<file path="src/rtl/serial_adder.sv">
// rtl/serial_adder.sv - bit-serial adder/subtractor, one full-adder slice with registered carry, LSB first
module serial_adder #(
    parameter int WIDTH = 8
) (
    input  logic             clk,
    input  logic             rst_n,
    input  logic             start,
    input  logic [WIDTH-1:0] a,
    input  logic [WIDTH-1:0] b,
    input  logic             cin,
    input  logic             sub,
    output logic             busy,
    output logic             done,
    output logic [WIDTH-1:0] sum,
    output logic             cout,
    output logic             ovf
);

    localparam int CW = (WIDTH > 1) ? $clog2(WIDTH) : 1;
    localparam logic [CW-1:0] LAST = CW'(WIDTH - 1);

    typedef enum logic [1:0] {
        IDLE = 2'd0,
        RUN  = 2'd1,
        DONE = 2'd2
    } state_t;

    state_t           state, state_nxt;
    logic [WIDTH-1:0] a_sr, b_sr, res_sr;
    logic [CW-1:0]    cnt;
    logic             carry;
    logic             bit_s, carry_nxt, accept, last_bit;

    always_comb begin
        bit_s     = a_sr[0] ^ b_sr[0] ^ carry;
        carry_nxt = (a_sr[0] & b_sr[0]) | (carry & (a_sr[0] ^ b_sr[0]));
        last_bit  = (state == RUN) && (cnt == LAST);
        // start is honoured in IDLE and DONE, never while bits are in flight
        accept    = start && (state != RUN);
    end

    always_ff @(posedge clk or negedge rst_n) begin
        if (!rst_n) begin
            state <= IDLE;
        end else begin
            state <= state_nxt;
        end
    end

    always_comb begin
        state_nxt = state;
        busy      = 1'b0;
        done      = 1'b0;
        case (state)
            IDLE: begin
                if (start) state_nxt = RUN;
            end
            RUN: begin
                busy = 1'b1;
                if (cnt == LAST) state_nxt = DONE;
            end
            DONE: begin
                done      = 1'b1;
                state_nxt = start ? RUN : IDLE;
            end
            default: state_nxt = IDLE;
        endcase
    end

    always_ff @(posedge clk or negedge rst_n) begin
        if (!rst_n) begin
            a_sr   <= '0;
            b_sr   <= '0;
            res_sr <= '0;
            cnt    <= '0;
            carry  <= 1'b0;
            sum    <= '0;
            cout   <= 1'b0;
            ovf    <= 1'b0;
        end else if (accept) begin
            a_sr   <= a;
            b_sr   <= b ^ {WIDTH{sub}};
            carry  <= cin ^ sub;
            res_sr <= '0;
            cnt    <= '0;
        end else if (state == RUN) begin
            a_sr   <= a_sr >> 1;
            b_sr   <= b_sr >> 1;
            res_sr <= {bit_s, res_sr[WIDTH-1:1]};
            carry  <= carry_nxt;
            cnt    <= cnt + 1'b1;
            if (last_bit) begin
                // carry still holds the carry into the MSB on the final bit
                sum  <= {bit_s, res_sr[WIDTH-1:1]};
                cout <= carry_nxt;
                ovf  <= carry ^ carry_nxt;
            end
        end
    end

endmodule
</file>
<file path="config.mk">
export PLATFORM = sky130hd
export DESIGN_NAME = serial_adder
export DESIGN_NICKNAME = d
export VERILOG_FILES = /design/src/rtl/serial_adder.sv
export SDC_FILE = /design/constraint.sdc
export NUM_CORES = 1
export LEC_CHECK = 0
export CAP_MARGIN = 25
export CORE_ASPECT_RATIO = 0.5
export CORE_MARGIN = 1
export CORE_UTILIZATION = 46
export DETAILED_ROUTE_END_ITERATION = 6
export PLACE_DENSITY = 0.81
export SLEW_MARGIN = 20
export SYNTH_ARGS = -nofsm -noshare
export SYNTH_HDL_FRONTEND = slang
export SYNTH_SLANG_ARGS = --single-unit
</file>
<file path="constraint.sdc">
create_clock -name clk -period 1.5 [get_ports clk]
set_clock_uncertainty 0.15 [all_clocks]
set_input_delay 0.3 -clock clk [delete_from_list [all_inputs] [get_ports clk]]
set_output_delay 0.3 -clock clk [all_outputs]
set_load 0.01 [all_outputs]
</file>
# [Yosys cells after proc, flatten, opt, wreduce, memory -nomap -nowiden]
# Cells that the tools add are included.
[classes] n_reduce_logical=6 addsub=1 mux=16 bitwise=9 n_eq_ne=6
[ops] op="8-bit 2-to-1 mux" n=6
[ops] op="8-bit bitwise XOR" n=1
[ops] op="3-bit 2-to-1 mux" n=2
[ops] op="2-bit one-hot mux with 3 select lines" n=1
[ops] op="1-bit 2-to-1 mux" n=5
[ops] op="2-bit 2-to-1 mux" n=2
[ops] op="2-bit inequality test, second input constant" n=2
[ops] op="1-bit bitwise XOR" n=4
[ops] op="3-bit by 1-bit adder with 3-bit output, second input constant" n=1
[ops] op="3-bit equality test, second input constant" n=1
[ops] op="3-bit AND reduction" n=1
[ops] op="1-bit bitwise AND" n=2
[ops] op="2-bit by 1-bit equality test with 1-bit output, second input constant" n=1
[ops] op="2-bit equality test, second input constant" n=1
[ops] op="1-bit logical AND" n=2
[ops] op="2-bit zero test" n=1
[ops] op="2-bit by 1-bit inequality test with 1-bit output, second input constant" n=1
[ops] op="2-bit AND reduction" n=1
[ops] op="2-bit nonzero test" n=1
[ops] op="1-bit NOT" n=1
[ops] op="1-bit OR" n=1
[word_totals] elab_cells=47 output_inout_bits=12 in_bits=21 regBits=40

# [Depth between registers and ports, before layout]
[logic_depth] depth_word=5 depth_mapped=6 mapped_depth_nobuf=5

# [Worst setup path before layout]
# No wires, ideal clock.
[synth_timing] path_kind="flip-flop to flip-flop" from="register cnt[0]" to="register cout" stages_incl_launch_ff=6 t_arrival_ps=1369 setup_ps=125 synth_period_minus_slack_ps=1644 n_path_buf=1 setup_slack_ps=-144 required_time_ps=1225 cell_sequence="dfrtp_1 ha_1 ha_1 nand3b_1 buf_4 mux2_4"
[synth_between] elab_chain_cells=3
[synth_lines] element="start: declaration" line="30" rtl="logic [CW-1:0] cnt;"
[synth_lines] element="start signal: assignment" line="91" rtl="cnt <= cnt + 1'b1;"
[synth_lines] element="3-bit equality test" line="37" rtl="last_bit = (state == RUN) && (cnt == LAST);"
[synth_lines] element="1-bit logical AND" line="37"
[synth_lines] element="3-bit AND reduction (no line)"
[synth_lines] element="end signal: assignment" line="95" rtl="cout <= carry_nxt;"
[synth_lines] element="end: declaration" line="15" rtl="output logic cout,"
# Every way passes these cells.
# A chain may end at the register's enable or synchronous reset.

# [Worst setup path in the final report]
[layout_timing] from="register cnt[0]" to="register sum[0]"
[layout_between] elab_chain_cells=3
[layout_lines] element="3-bit equality test" line="37"
[layout_lines] element="1-bit logical AND" line="37"
[layout_lines] element="3-bit AND reduction (no line)"
[layout_lines] element="end signal: assignment" line="94" rtl="sum <= {bit_s, res_sr[WIDTH-1:1]};"
[layout_lines] element="end: declaration" line="14" rtl="output logic [WIDTH-1:0] sum,"
# Every way passes these cells.

==> key figures <==
Status
  – Outcome: finished with violations
  – Failing checks: setup timing

Final layout
  – Layout Cells excl Fill: 256
  – Synthesis-to-finish area growth: 32.7%
  – Antenna Cells: 0
  – Final Net Count: 228
  – Core Util, Final: 66.0%
  – Layout cells sized above 1: 18.5%

CTS
  – Cts bufs inserted: 5
  – Clock Latency Late Sink: 0.28 ns
  – Sink Count: 39
  – CTS max path bufs: 2
  – H-tree depth: 2
  – TritonCTS clock tree: yes
  – Root Buffer: clkbuf_8
  – Reg clk slew, reported paths: 0.07 ns

Min path
  – Hold_sp: b_sr[1]$_DFFE_PN0P_
  – Hold Path End: b_sr[0]$_DFFE_PN0P_
  – Hold crit path type: reg -> reg
  – Worst hold stages: 2

Timing
  – Max Slew Vio Count: 0
  – Worst-Margin Slew: 0.329 ns
  – Final critical-path share of the clock period: 106%
  – Min Tclk post-route: 1.60 ns
  – Worst Setup Slack, final: -0.0968 ns
  – Min Hold Slack: approximately 0.33 ns
  – Relative slew slack: approximately 80%
  – Endpoints failing setup: 9
  – RSZ-0062 raised after global routing: true
  – Fmax: 0.626 GHz
  – Total negative slack: -0.770 ns
  – Final hold vios: 0

Critical path
  – Worst r2r src: cnt[0]$_DFFE_PN0P_
  – Worst r2r dst: sum[0]$_DFFE_PN0P_
  – Worst EP arrival: between 1.5 and 2 ns
  – Endpoint class of the critical path: flop
  – R2R depth: 5
  – WS Path Type: reg -> reg
  – Reg2reg setup slack: -0.1 ns
  – Crit path from: cnt[0]$_DFFE_PN0P_
  – Crit start category: flop
  – CP max FO: 6
  – Req. time, crit path: roughly 1.5 ns

Global routing
  – Total congestion overflow: 0
  – First-pass GRT wire length: 5390 um
  – Vias in the first global route: 1,137
  – GRT Overall Usage: between 10% and 20%
  – Initial antenna violation count: 0
  – Largest net degree at the start of global routing: 50

Flow run
  – Total of max-cap violations: 0

Routing
  – DR WL/cell: roughly 13 um
  – DRT Pass-1 Iters: 4
  – Routed met3 length: 87 um
  – Final ANT Viol Nets: 0
  – Vias per cell: 4.86
  – DR vias: 1,243
  – Total wire length: ~3200 um
  – DRC Markers: 0
  – Metal-1 WL: roughly 1600 um
  – Metal2 WL: 1520 um
  – Initial DRC count: 59
  – Highest metal used: met3

Power
  – Clock share of power: ~17%
  – Pwr dens: 1720 nW/um^2
  – Sw Pwr: 1.36 mW
  – P_int: 2.68 mW
  – Leak: approximately 1.1 nW
  – Gate power share: 39.0%
  – VDD IR max: a little over 0.7 mV
  – Power share of the sequential group: between 40% and 50%
  – Switching share of power: 33.8%

Logic synthesis
  – Yosys warns: 0
  – Synth top area share: between 50% and 60%
  – Syn nets: about 180
  – Register area share after synthesis: 55.0%
  – Commonest cells in the netlist: 39 x dfrtp_1, 34 x nand2_1, 26 x o21ai_0
  – Asr flop ratio synth: 100%
  – Synth Cell Area: 1770 um^2
  – Area contributors post-synth: dfrtp_1 55%, mux2i_1 9.0%, o21ai_0 7.3%
  – Synth cell types: 23
  – Most frequent cell after synthesis: dfrtp_1
  – Post-synth EDFFs: 0
  – Synth Area per Inst: between 10 and 15 um^2
  – Post-synth top area cell: dfrtp_1
  – Post-Synthesis Cells: 158
  – Primary FF master, synth: dfrtp_1
  – Flops & latches, synth: 39

Floorplan
  – Chip width: 89.8 um
  – Area of the core: approximately 3600 um^2
  – Site Rows: 15
  – Initial Util: 49.8%
  – Die area: around 4100 um^2
  – I/O Pins: 33
  – Die Y: 45.9 um

Placed design
  – Port Buf Inserts: 32
  – GPL Wtd Cong: 0.721
  – Placed Cells: between 200 and 250
  – Dpl hpwl: ~2200 um
how the worst max path moves through the flow:
stage                     endpoint  cells after the start
6_report        sum[0]$_DFFE_PN0P_                      5
5_1_grt         sum[4]$_DFFE_PN0P_                      5
4_1_cts         sum[0]$_DFFE_PN0P_                      5
3_5_place_dp   a_sr[4]$_DFFE_PN0P_                      4
3_3_place_gp   a_sr[6]$_DFFE_PN0P_                      4
2_1_floorplan     cout$_DFFE_PN0P_                      5
final cells by class:
type	instances	area, um^2
Timing Repair Buffer	49	465
Sequential cell	39	976
Clock inverter	1	5.00
Tap cell	51	63.8
Clock buffer	7	76.3
Multi-Input combinational cell	106	753
Inverter	3	13.8
Fill cell	275	1210
stage by stage:
stage,cell area [um^2],worst slack [ns],power [mW]
2_1_floorplan,1790,-0.0678,2.70
3_3_place_gp,2210,-0.120,3.25
3_5_place_dp,2210,-0.164,3.34
4_1_cts,2330,-0.0883,3.99
5_1_grt,2350,-0.134,4.33
6_report,2350,-0.0968,4.04
per-layer routing:
metal / vias up / global-route usage (%)
met3: 0 / 5.00
met2: 17 / 28.3
met4: 0 / 5.90
met1: 607 / 23.9
li1: 619 / -
met5: - / 0
flip-flops by register name (all words and copies together), names as in the netlist:
name	flops
a_sr	8
b_sr	8
carry	1
cnt	3
cout	1
ovf	1
res_sr	7
state	2
sum	8
layout by cell type, fill, tap and decap left out, types with 2 or more instances in the layout:
cell type        synthesis  routed
nand2_1                 34      34
mux2_4                   7       9
o21ai_0                 26      25
dlygate4sd2_1            0      10
inv_1                    3       2
dfrtp_1                 39      39
buf_4                    3      11
xor2_1                   8       8
mux2i_1                 16      16
clkdlybuf4s50_1          0      19
clkbuf_1                 0       2
clkbuf_8                 0       5
xnor2_1                  2       2
buf_12                   0       2
buf_6                    1       4
o21ai_1                  1       2
critical path: stages, from the launching register on:
cell and delay (ns):
dfrtp_1 0.39, ha_2 0.20, ha_4 0.15, nand3b_1 0.13, buf_6 0.16, mux2_4 0.30
power groups by stage:
stage               Sequential (mW)  Clock [mW]  Combinational (mW)
floorplan                      1.80           0               0.900
global placement               1.78           0                1.47
detailed placement             1.80           0                1.53
CTS                            1.78       0.695                1.51
global route                   1.85       0.730                1.76
finish                         1.79       0.678                1.58
logic make-up (layout without fill, tap and decap cells):
group | count (synthesis) | in the layout | synth area share (%)
AND/OR/NAND/NOR | 39 | 39 | 8.82
buffers and inverters | 13 | 60 | 4.23
AO/OA/AOI/OAI | 29 | 29 | 8.25
multiplexers | 25 | 25 | 16.2
flip-flops | 39 | 39 | 55.0
adder cells (fa/ha/maj) | 3 | 3 | 2.54
XOR/XNOR | 10 | 10 | 4.94
repair_timing:
action | 4_1_cts | 5_1_grt
endpoints found under the setup margin | 21 | 37
pin swaps | 2 | 0
resized for setup | 20 | 7
buffers inserted | 4 | 1
hold buffers | 1 | 0
endpoints found under the hold margin | 39 | 0
(Power assumes the default switching activity.)
